$ cat config.mk
export PLATFORM = sky130hd
export DESIGN_NAME = calc1_port_driver_flat
export DESIGN_NICKNAME = d
export VERILOG_FILES = /design/src/rtl/calc1_pkg.sv /design/src/rtl/calc1_port_driver_if.sv /design/src/rtl/calc1_drv_timer.sv /design/src/rtl/calc1_port_driver.sv /design/src/flat_wrapper.sv
export SDC_FILE = /design/constraint.sdc
export NUM_CORES = 1
export LEC_CHECK = 0
export CORE_MARGIN = 2
export CORE_UTILIZATION = 41
export DETAILED_ROUTE_END_ITERATION = 16
export PLACE_DENSITY = 0.77
export SLEW_MARGIN = 10
export SYNTH_ARGS = -nofsm -noshare
export SYNTH_HDL_FRONTEND = slang
export SYNTH_SLANG_ARGS = --single-unit
$ cat constraint.sdc
create_clock -name c_clk -period 3.5 [get_ports c_clk]
set_input_delay 0.7 -clock c_clk [delete_from_list [all_inputs] [get_ports c_clk]]
set_output_delay 0.7 -clock c_clk [all_outputs]
set_load 0.05 [all_outputs]
$ cat src/rtl/calc1_pkg.sv
// calc1_pkg: shared calc1 command/response encodings and driver FSM states
package calc1_pkg;
  typedef enum logic [3:0] {
    CMD_NOP = 4'd0,
    CMD_ADD = 4'd1,
    CMD_SUB = 4'd2,
    CMD_SHL = 4'd5,
    CMD_SHR = 4'd6
  } cmd_e;
  typedef enum logic [1:0] {
    RESP_NONE = 2'd0,
    RESP_SUCC = 2'd1,
    RESP_INOF = 2'd2,
    RESP_IERR = 2'd3
  } resp_e;
  typedef enum logic [2:0] {
    IDLE,
    SEND1,
    SEND2,
    WAIT,
    REPORT
  } state_e;
endpackage

$ cat src/rtl/calc1_port_driver_if.sv
// calc1_port_driver_if: transaction, calc1 port and result signals of the port driver
interface calc1_port_driver_if;
  logic        txn_valid;
  logic        txn_ready;
  logic [3:0]  txn_cmd;
  logic [31:0] txn_op1;
  logic [31:0] txn_op2;
  logic [3:0]  req_cmd_out;
  logic [31:0] req_data_out;
  logic [1:0]  duv_resp;
  logic [31:0] duv_data;
  logic        rsp_valid;
  logic        rsp_ready;
  logic [1:0]  rsp_resp;
  logic [31:0] rsp_data;
  logic        rsp_timeout;
  logic        stray_resp;
  modport master (
    input  txn_valid, txn_cmd, txn_op1, txn_op2, duv_resp, duv_data, rsp_ready,
    output txn_ready, req_cmd_out, req_data_out, rsp_valid, rsp_resp, rsp_data,
           rsp_timeout, stray_resp
  );
  modport slave (
    output txn_valid, txn_cmd, txn_op1, txn_op2, duv_resp, duv_data, rsp_ready,
    input  txn_ready, req_cmd_out, req_data_out, rsp_valid, rsp_resp, rsp_data,
           rsp_timeout, stray_resp
  );
endinterface

$ cat src/rtl/calc1_drv_timer.sv
// calc1_drv_timer: 8-bit wait counter; expired fires on the cycle the count would reach TIMEOUT
module calc1_drv_timer #(
  parameter int unsigned TIMEOUT = 32
) (
  input  logic clk,
  input  logic rst,
  input  logic clr,
  input  logic en,
  output logic expired
);
  logic [7:0] cnt;
  always_ff @(posedge clk or posedge rst)
    if (rst) cnt <= '0;
    else cnt <= clr ? '0 : en ? cnt + 8'd1 : cnt;
  assign expired = en && (cnt == 8'(TIMEOUT - 1));
endmodule

$ cat src/rtl/calc1_port_driver.sv
// calc1_port_driver: drives one calc1 transaction (cmd+op1, op2), waits for a response or timeout, reports it
module calc1_port_driver
  import calc1_pkg::*;
#(
  parameter int unsigned TIMEOUT = 32
) (
  input logic c_clk,
  input logic reset,
  calc1_port_driver_if.master bus
);
  state_e      st, nxt;
  logic [31:0] op2_q, d_op2;
  logic [3:0]  d_req_cmd;
  logic [31:0] d_req_data;
  logic [1:0]  d_resp;
  logic [31:0] d_data;
  logic        d_to;
  logic        expired;
  logic        got_resp;
  assign got_resp = bus.duv_resp != RESP_NONE;
  calc1_drv_timer #(.TIMEOUT(TIMEOUT)) u_timer (
    .clk     (c_clk),
    .rst     (reset),
    .clr     (st != WAIT),
    .en      (st == WAIT && !got_resp),
    .expired (expired)
  );
  always_comb begin
    nxt        = st;
    d_op2      = op2_q;
    d_req_cmd  = '0;
    d_req_data = '0;
    d_resp     = bus.rsp_resp;
    d_data     = bus.rsp_data;
    d_to       = bus.rsp_timeout;
    case (st)
      IDLE: if (bus.txn_valid && bus.txn_ready) begin
        d_op2 = bus.txn_op2;
        if (bus.txn_cmd == CMD_NOP) begin
          nxt    = REPORT;
          d_resp = RESP_NONE;
          d_data = '0;
          d_to   = 1'b0;
        end else begin
          nxt        = SEND1;
          d_req_cmd  = bus.txn_cmd;
          d_req_data = bus.txn_op1;
        end
      end
      SEND1: begin
        nxt        = SEND2;
        d_req_data = op2_q;
      end
      SEND2, WAIT: if (got_resp) begin
        nxt    = REPORT;
        d_resp = bus.duv_resp;
        d_data = bus.duv_data;
        d_to   = 1'b0;
      end else if (st == SEND2) nxt = WAIT;
      else if (expired) begin
        nxt    = REPORT;
        d_resp = RESP_NONE;
        d_data = '0;
        d_to   = 1'b1;
      end
      REPORT: if (bus.rsp_ready) begin
        nxt    = IDLE;
        d_resp = RESP_NONE;
        d_data = '0;
        d_to   = 1'b0;
      end
      default: nxt = IDLE;
    endcase
  end
  // txn_ready is registered so it stays low through reset and rises on the first edge after release
  always_ff @(posedge c_clk or posedge reset)
    if (reset) begin
      st               <= IDLE;
      op2_q            <= '0;
      bus.txn_ready    <= 1'b0;
      bus.req_cmd_out  <= '0;
      bus.req_data_out <= '0;
      bus.rsp_valid    <= 1'b0;
      bus.rsp_resp     <= '0;
      bus.rsp_data     <= '0;
      bus.rsp_timeout  <= 1'b0;
      bus.stray_resp   <= 1'b0;
    end else begin
      st               <= nxt;
      op2_q            <= d_op2;
      bus.txn_ready    <= nxt == IDLE;
      bus.req_cmd_out  <= d_req_cmd;
      bus.req_data_out <= d_req_data;
      bus.rsp_valid    <= nxt == REPORT;
      bus.rsp_resp     <= d_resp;
      bus.rsp_data     <= d_data;
      bus.rsp_timeout  <= d_to;
      bus.stray_resp   <= bus.stray_resp || (got_resp && st inside {IDLE, SEND1, REPORT});
    end
endmodule

$ cat src/flat_wrapper.sv
// flat-port wrapper written by rule: the top's interface ports become plain ports
module calc1_port_driver_flat import calc1_pkg::*;
#(
  parameter int unsigned TIMEOUT = 32
)
  (c_clk, reset, bus_txn_valid, bus_txn_cmd, bus_txn_op1, bus_txn_op2, bus_duv_resp, bus_duv_data, bus_rsp_ready, bus_txn_ready, bus_req_cmd_out, bus_req_data_out, bus_rsp_valid, bus_rsp_resp, bus_rsp_data, bus_rsp_timeout, bus_stray_resp);
  calc1_port_driver_if bus_i ();
  input logic c_clk;
  input logic reset;
  input wire logic [$bits(bus_i.txn_valid)-1:0] bus_txn_valid;
  input wire logic [$bits(bus_i.txn_cmd)-1:0] bus_txn_cmd;
  input wire logic [$bits(bus_i.txn_op1)-1:0] bus_txn_op1;
  input wire logic [$bits(bus_i.txn_op2)-1:0] bus_txn_op2;
  input wire logic [$bits(bus_i.duv_resp)-1:0] bus_duv_resp;
  input wire logic [$bits(bus_i.duv_data)-1:0] bus_duv_data;
  input wire logic [$bits(bus_i.rsp_ready)-1:0] bus_rsp_ready;
  output wire logic [$bits(bus_i.txn_ready)-1:0] bus_txn_ready;
  output wire logic [$bits(bus_i.req_cmd_out)-1:0] bus_req_cmd_out;
  output wire logic [$bits(bus_i.req_data_out)-1:0] bus_req_data_out;
  output wire logic [$bits(bus_i.rsp_valid)-1:0] bus_rsp_valid;
  output wire logic [$bits(bus_i.rsp_resp)-1:0] bus_rsp_resp;
  output wire logic [$bits(bus_i.rsp_data)-1:0] bus_rsp_data;
  output wire logic [$bits(bus_i.rsp_timeout)-1:0] bus_rsp_timeout;
  output wire logic [$bits(bus_i.stray_resp)-1:0] bus_stray_resp;
  assign bus_i.txn_valid = bus_txn_valid;
  assign bus_i.txn_cmd = bus_txn_cmd;
  assign bus_i.txn_op1 = bus_txn_op1;
  assign bus_i.txn_op2 = bus_txn_op2;
  assign bus_i.duv_resp = bus_duv_resp;
  assign bus_i.duv_data = bus_duv_data;
  assign bus_i.rsp_ready = bus_rsp_ready;
  assign bus_txn_ready = bus_i.txn_ready;
  assign bus_req_cmd_out = bus_i.req_cmd_out;
  assign bus_req_data_out = bus_i.req_data_out;
  assign bus_rsp_valid = bus_i.rsp_valid;
  assign bus_rsp_resp = bus_i.rsp_resp;
  assign bus_rsp_data = bus_i.rsp_data;
  assign bus_rsp_timeout = bus_i.rsp_timeout;
  assign bus_stray_resp = bus_i.stray_resp;
  calc1_port_driver #(.TIMEOUT(TIMEOUT)) u_core (.c_clk(c_clk), .reset(reset), .bus(bus_i));
endmodule
==> impl_metrics.prom <==
# TYPE chip_impl_metric gauge
chip_impl_metric{name="post-route-cell-area",unit="µm²"} 7530
chip_impl_metric{name="die_area",unit="µm²"} 13100
chip_impl_metric{name="synthesis.area_per_instance",unit="µm²"} 11.9
chip_impl_metric{name="layout_worst_path_cycle_share",unit=""} 0.668
chip_impl_metric{name="distinct_cell_type_count_of_the_synthesized_netlist",unit=""} 38
chip_impl_metric{name="pwr_density_cell",unit="nW/µm²"} 945
chip_impl_metric{name="finalNetCount",unit=""} 703
chip_impl_metric{name="antenna_cells_inserted",unit=""} 0
chip_impl_metric{name="die_width",unit="µm"} 115
chip_impl_metric{name="syn_inst",unit=""} 421
chip_impl_metric{name="detailedPlacementHpwl",unit="mm"} 9.24
chip_impl_metric{name="synthesis.nets",unit=""} 528
chip_impl_metric{name="design_power_total",unit="µW"} 7110
chip_impl_metric{name="port-buffer-count",unit=""} 179
chip_impl_metric{name="design.core.area",unit="µm²"} 12000
chip_impl_metric{name="finalWeightedCongestion",unit=""} 0.771
chip_impl_metric{name="clk-insertion-delay-late",unit="ns"} 0.41
chip_impl_metric{name="track_usage",unit=""} 0.206
chip_impl_metric{name="final_core_utilization",unit=""} 0.630
chip_impl_info{name="cp-end-kind",value="flop"} 1
chip_impl_metric{name="crit_fanout",unit=""} 24
chip_impl_metric{name="max_freq",unit="MHz"} 428
chip_impl_metric{name="final-hold-violation-count",unit=""} 0
chip_impl_metric{name="htree_levels",unit=""} 4
chip_impl_info{name="tritoncts_clock_tree",value="yes"} 1
chip_impl_metric{name="final_layout_fill_cell_count",unit=""} 900
chip_impl_metric{name="grt.met1_usage",unit=""} 0.247
chip_impl_metric{name="power_leakage",unit="µW"} 0.00307
chip_impl_metric{name="rows",unit=""} 40
chip_impl_info{name="hold_sp",value="u_core.bus.stray_resp$_DFF_PP0_"} 1
chip_impl_metric{name="first_pass_grt_wire_length",unit="mm"} 21.0
chip_impl_metric{name="relative_slew_margins",unit=""} 0.500
chip_impl_metric{name="area_growth_syn_to_layout",unit="%"} 50.0
chip_impl_metric{name="tightest_slew",unit="ns"} 0.746
chip_impl_info{name="holdCritPathClass",value="reg -> reg"} 1
chip_impl_metric{name="first_pass_iters",unit=""} 4
chip_impl_metric{name="detail_route.vias_per_cell",unit=""} 5.46
chip_impl_metric{name="async_reset_ff_frac",unit=""} 1.00
chip_impl_metric{name="grt_util_met3",unit=""} 0.0535
chip_impl_metric{name="first_global_vias",unit=""} 4276
chip_impl_metric{name="detail_route.wl_per_cell",unit="µm"} 17.7
chip_impl_metric{name="placement.cell_area",unit="µm²"} 6940
chip_impl_metric{name="cts_inserted_buffers",unit=""} 17
chip_impl_metric{name="grt.met2_usage",unit=""} 0.351
chip_impl_metric{name="post_synth_instance_area",unit="µm²"} 5020
chip_impl_metric{name="post_cts.resized_instances",unit=""} 0
chip_impl_metric{name="synth-edff-count",unit=""} 0
chip_impl_metric{name="num_vias",unit=""} 4109
chip_impl_info{name="cts_root_buffer",value="sky130_fd_sc_hd__clkbuf_16"} 1
chip_impl_metric{name="ctsLongestPathBuffers",unit=""} 2
chip_impl_metric{name="worst_hold_slack",unit="ns"} 0.462
chip_impl_info{name="global_route.peak_usage_layer",value="met2"} 1
chip_impl_metric{name="grt_antenna_before_repair",unit=""} 0
chip_impl_metric{name="floorplan.initialDensity",unit=""} 0.420
chip_impl_info{name="worstReg2RegStart",value="u_core.st[2]$_DFF_PP0_"} 1
chip_impl_metric{name="cts.reportedPaths.clkPinSlew",unit="ns"} 0.05
chip_impl_info{name="ys_dominant_reg_cell",value="sky130_fd_sc_hd__dfrtp_1"} 1
chip_impl_metric{name="peakVddDrop",unit="mV"} 0.429
chip_impl_metric{name="wl",unit="mm"} 13.3
chip_impl_metric{name="grt_overflow",unit=""} 0
chip_impl_metric{name="finClkSkew",unit="ns"} 0.0100
chip_impl_metric{name="critPathRequiredTime",unit="ns"} 3.78
chip_impl_metric{name="maxCapViolations",unit=""} 0
chip_impl_metric{name="drc",unit=""} 0
chip_impl_metric{name="worst-endpoint-arrival",unit="ns"} 2.62
chip_impl_info{name="grt_setup_unrepaired",value="false"} 1
chip_impl_metric{name="boundaryPins",unit=""} 180
chip_impl_info{name="crit_start",value="bus_txn_cmd[1]"} 1
chip_impl_metric{name="setup_violations",unit=""} 0
chip_impl_metric{name="fraction_of_layout_instances_using_a_drive_strength_above_1",unit=""} 0.127
chip_impl_metric{name="timing.setup.tns",unit="ns"} 0
chip_impl_info{name="status",value="completed"} 1
chip_impl_metric{name="post-cts-setup-buffer-count",unit=""} 0
chip_impl_metric{name="synth-warning-count",unit=""} 0
chip_impl_metric{name="grt_start_max_net_pins",unit=""} 68
chip_impl_metric{name="dieHeight",unit="µm"} 115
chip_impl_metric{name="clock-sinks",unit=""} 117
chip_impl_metric{name="postRouteAntennaNets",unit=""} 0
chip_impl_metric{name="sequential_cell_area_fraction_in_the_yosys_report",unit=""} 0.583
chip_impl_metric{name="first_iter_violations",unit=""} 390
chip_impl_info{name="timing.critical_path.from_type",value="input port"} 1
chip_impl_metric{name="cts.hold.buffers_added",unit=""} 0
chip_impl_metric{name="slew_viol_final",unit=""} 0
chip_impl_info{name="timing.setup.critical_path_class",value="in -> reg"} 1
chip_impl_metric{name="post_route_minimum_period",unit="ns"} 2.34
chip_impl_metric{name="synth-seq-cells",unit=""} 117
state kept, by name, indices dropped and copies added, names as in the netlist:
name / cells
u_core.bus.req_data_out: 32
u_core.bus.rsp_data: 32
u_core.op2_q: 32
u_core.u_timer.cnt: 8
u_core.bus.req_cmd_out: 4
u_core.st: 3
u_core.bus.rsp_resp: 2
u_core.bus.rsp_timeout: 1
u_core.bus.rsp_valid: 1
u_core.bus.stray_resp: 1
u_core.bus.txn_ready: 1
cell families (layout without fill, tap and decap cells):
logic type,count (synthesis),after routing,share of synthesized area
AO/OA/AOI/OAI,122,122,0.186
XOR/XNOR,2,2,0.00349
adder cells (fa/ha/maj),1,1,0.00249
buffers and inverters,71,256,0.0620
flip-flops,117,117,0.583
multiplexers,32,32,0.0718
AND/OR/NAND/NOR,76,76,0.0915
layer usage:
metal | share of wire | wire [µm] | vias up
li1 | - | - | 1900
met1 | 0.41 | 5420 | 2048
met2 | 0.52 | 6960 | 136
met3 | 0.046 | 607 | 25
met4 | 0.024 | 314 | 0
met5 | 0 | 0 | -
placed cells by master, fill, tap and decap left out, types with 7 or more instances in the layout:
| cell | instances |
|---|---|
| sky130_fd_sc_hd__a21oi_1 | 9 |
| sky130_fd_sc_hd__a22o_1 | 34 |
| sky130_fd_sc_hd__buf_4 | 10 |
| sky130_fd_sc_hd__clkbuf_16 | 17 |
| sky130_fd_sc_hd__clkbuf_8 | 7 |
| sky130_fd_sc_hd__clkdlybuf4s50_1 | 179 |
| sky130_fd_sc_hd__dfrtp_1 | 117 |
| sky130_fd_sc_hd__inv_1 | 36 |
| sky130_fd_sc_hd__mux2_2 | 32 |
| sky130_fd_sc_hd__nand2_1 | 8 |
| sky130_fd_sc_hd__nand3_1 | 34 |
| sky130_fd_sc_hd__o211ai_1 | 64 |
cell type report:
cell class | count | area, µm² | share of cell area
tap | 147 | 184 | 0.0244
inverter | 37 | 143 | 0.0189
clock buffer | 26 | 529 | 0.0703
sequential | 117 | 2930 | 0.389
timing repair buffer | 190 | 1890 | 0.251
clock inverter | 3 | 65.1 | 0.00864
multi-input combinational | 233 | 1800 | 0.238
path summary, 6_finish.rpt:
path | end | slack, ns | cells past startpoint
max reg2reg | u_core.bus.rsp_data[10]$_DFFE_PP0P_ | 1.41 | 4
min in group asynchronous | u_core.bus.req_data_out[30]$_DFF_PP0_ | 0.76 | 2
max in group asynchronous | u_core.bus.rsp_data[26]$_DFFE_PP0P_ | 2.01 | 3
min | u_core.bus.stray_resp$_DFF_PP0_ | 0.46 | 1
max | u_core.bus.req_data_out[12]$_DFF_PP0_ | 1.16 | 5
min reg2reg | u_core.bus.stray_resp$_DFF_PP0_ | 0.46 | 1
through the flow:
| step | cells | setup WS (ns) |
|---|---|---|
| 2_1_floorplan | 421 | 1.37 |
| 6_report | 753 | 1.16 |
| 5_1_grt | 753 | 1.07 |
| 3_5_place_dp | 724 | 0.756 |
| 3_3_place_gp | 724 | 0.809 |
| 4_1_cts | 753 | 1.15 |
cells in the mapped netlist (all sizes together), types with 2 or more instances:
master | n | area share
nor4 | 2 | 0.0055
dfrtp | 117 | 0.58
nand4bb | 3 | 0.0067
o21ai | 5 | 0.0050
xnor2 | 2 | 0.0035
o211ai | 65 | 0.098
or3 | 5 | 0.0062
a22o | 34 | 0.059
mux2 | 32 | 0.072
clkbuf | 18 | 0.013
nand2 | 8 | 0.0060
nor2 | 6 | 0.0045
buf | 16 | 0.021
and2 | 4 | 0.0050
nand3 | 34 | 0.034
o31ai | 3 | 0.0045
o221ai | 2 | 0.0035
a21oi | 9 | 0.0090
or4 | 3 | 0.0052
nand2b | 3 | 0.0037
inv | 37 | 0.028
worst max-delay path, cell delays in order:
cell	delay, ns
sky130_fd_sc_hd__clkdlybuf4s50_1	0.43
sky130_fd_sc_hd__or4_4	0.58
sky130_fd_sc_hd__and4bb_1	0.37
sky130_fd_sc_hd__buf_4	0.29
sky130_fd_sc_hd__a22o_1	0.27
power breakdown:
part	switching (µW)	internal [µW]
Combinational	1950	1200
Clock	556	1170
Sequential	335	1900
Note: power is estimated with default switching activity, not from simulation.
==> variant, RTL diff (config.mk and constraints unchanged) <==
Make the reset (`reset` and `rst`) synchronous in 2 clocked blocks.
--- a/src/rtl/calc1_drv_timer.sv
+++ b/src/rtl/calc1_drv_timer.sv
@@ -9,7 +9,7 @@
   output logic expired
 );
   logic [7:0] cnt;
-  always_ff @(posedge clk or posedge rst)
+  always_ff @(posedge clk)
     if (rst) cnt <= '0;
     else cnt <= clr ? '0 : en ? cnt + 8'd1 : cnt;
   assign expired = en && (cnt == 8'(TIMEOUT - 1));
--- a/src/rtl/calc1_port_driver.sv
+++ b/src/rtl/calc1_port_driver.sv
@@ -73,7 +73,7 @@
     endcase
   end
   // txn_ready is registered so it stays low through reset and rises on the first edge after release
-  always_ff @(posedge c_clk or posedge reset)
+  always_ff @(posedge c_clk)
     if (reset) begin
       st               <= IDLE;
       op2_q            <= '0;
Behaviour: differs if reset is asserted again (counterexample within 4 cycles, from zero or initial values and one cycle with reset high); with reset held inactive, the same outputs for 10 cycles.
==> variant against the original RTL <==
- critical path depth did not move
- die area fell by 20%
- maximum frequency fell by 5.3%
- sequential cell count did not move
- core utilization rose by 4.5 points
- worst setup slack got worse by 0.13 ns
- synthesized area fell by 20%
- cell area fell by 14%
- global-route usage rose by 0.53 points
- register-to-register slack got worse by 0.22 ns
- routed wire length fell by 14%
Power is not compared: it rests on default switching activity, and its combinational part moved more than twofold at a synthesized area within 25%.
==> variant: results (changes against the original RTL) <==
INFO  metric async_flop_share = 0 (-1.00)
INFO  metric num-fill-cells = 767 (-15%)
INFO  metric syn-num-nets = 495 (-6.3%)
INFO  metric layout.non_clock_inverters = 6 (-84%)
INFO  metric hp-start = u_core.op2_q[3]
INFO  metric drt_iter0_drc = 104 (-73%)
INFO  metric grtUsageTotal = 0.212 (+0.00526)
INFO  metric clock_buffer_count = 19 (-27%)
INFO  metric critical_path_arrival = 2.90 ns (+0.28 ns)
INFO  metric timing.clock.skew = 0.0130 ns (+0.00299 ns)
INFO  metric multi_input_area = 0.00153 sq mm (-15%)
INFO  metric seqCellArea = 0.00234 sq mm (-20%)
INFO  metric synth.area.top_cells = sky130_fd_sc_hd__dfxtp_1 (58%), sky130_fd_sc_hd__a22o_1 (14%), sky130_fd_sc_hd__nand2_1 (6.6%), sky130_fd_sc_hd__a21oi_1 (4.5%), sky130_fd_sc_hd__clkbuf_1 (1.4%)
INFO  metric seq_area_frac_synth = 0.585 (+0.00171)
INFO  metric routed_wire_length_per_instance = 16.1 um (-9.0%)
INFO  metric layout.comb_gates.multi_input = 238 (+2.1%)
INFO  metric route.detailed.vias_per_inst = 4.99 (-8.6%)
INFO  metric worst_setup_path_start = bus_duv_resp[1]
INFO  metric clock_area_frac = 0.0941 (+0.0152)
INFO  metric buffers_excl_clock = 184 (-3.2%)
INFO  metric grt_pass1_wl = 17,200 um (-18%)
INFO  metric status = finished, final reports clean
INFO  metric max_slew.worst_pin.slew = 0.883 ns (+0.137 ns)
INFO  metric final_layout_size_suffix_gt1_frac = 0.0901 (-0.0369)
INFO  metric finish.net_count = 671 (-4.6%)
INFO  metric cell_variety_after_synth = 42 (+11%)
INFO  metric top_ff_cell_synth = sky130_fd_sc_hd__dfxtp_1
variant: cell types whose count changed after synthesis, sizes merged, moves of 32 or more:
cell / delta
mux2: -32
dfxtp: +117
o211ai: -65
dfrtp: -117
nand2: +62
variant: kinds of logic after synthesis:
kind of cell	count (synthesis)	share of synthesized area
buffers and inverters	33	0.0394
flip-flops	117	0.585
AO/OA/AOI/OAI	112	0.215
adder cells (fa/ha/maj)	1	0.00312
AND/OR/NAND/NOR	119	0.145
XOR/XNOR	6	0.0131
variant: metrics by stage:
stage | utilization | cell area [sq um] | instances | setup WS, ns | total power, uW
after global routing | 0.674 | 6500 | 710 | 0.896 | 3840
after global placement | 0.610 | 5880 | 678 | 0.639 | 1960
after floorplan | - | 4010 | 388 | 1.39 | 1740
after CTS | 0.674 | 6490 | 710 | 1.05 | 3730
final | 0.674 | 6500 | 710 | 1.03 | 3700
after detailed placement | 0.610 | 5880 | 678 | 0.561 | 1970
variant: final timing paths:
check | to | slack (ns) | cells past startpoint
max | u_core.bus.rsp_data[12] | 1.03 | 5
min | u_core.op2_q[3] | 0.45 | 2
max reg2reg | u_core.bus.rsp_data[12] | 1.19 | 4
min reg2reg | u_core.op2_q[3] | 0.45 | 2
variant: per-layer routing:
layer	vias to the layer above	part of all wire	track usage	wire length (um)
met2	110	0.53	0.371	6030
met1	1680	0.41	0.248	4630
met5	-	0	0	0
met4	0	0.021	0.0820	239
li1	1736	-	-	-
met3	16	0.045	0.0556	517
variant: worst max-delay path, stage by stage:
cell	delay, ns
sky130_fd_sc_hd__clkdlybuf4s50_1	0.50
sky130_fd_sc_hd__nor4b_4	0.43
sky130_fd_sc_hd__a21bo_2	0.30
sky130_fd_sc_hd__a21oi_4	0.70
sky130_fd_sc_hd__a22o_2	0.26
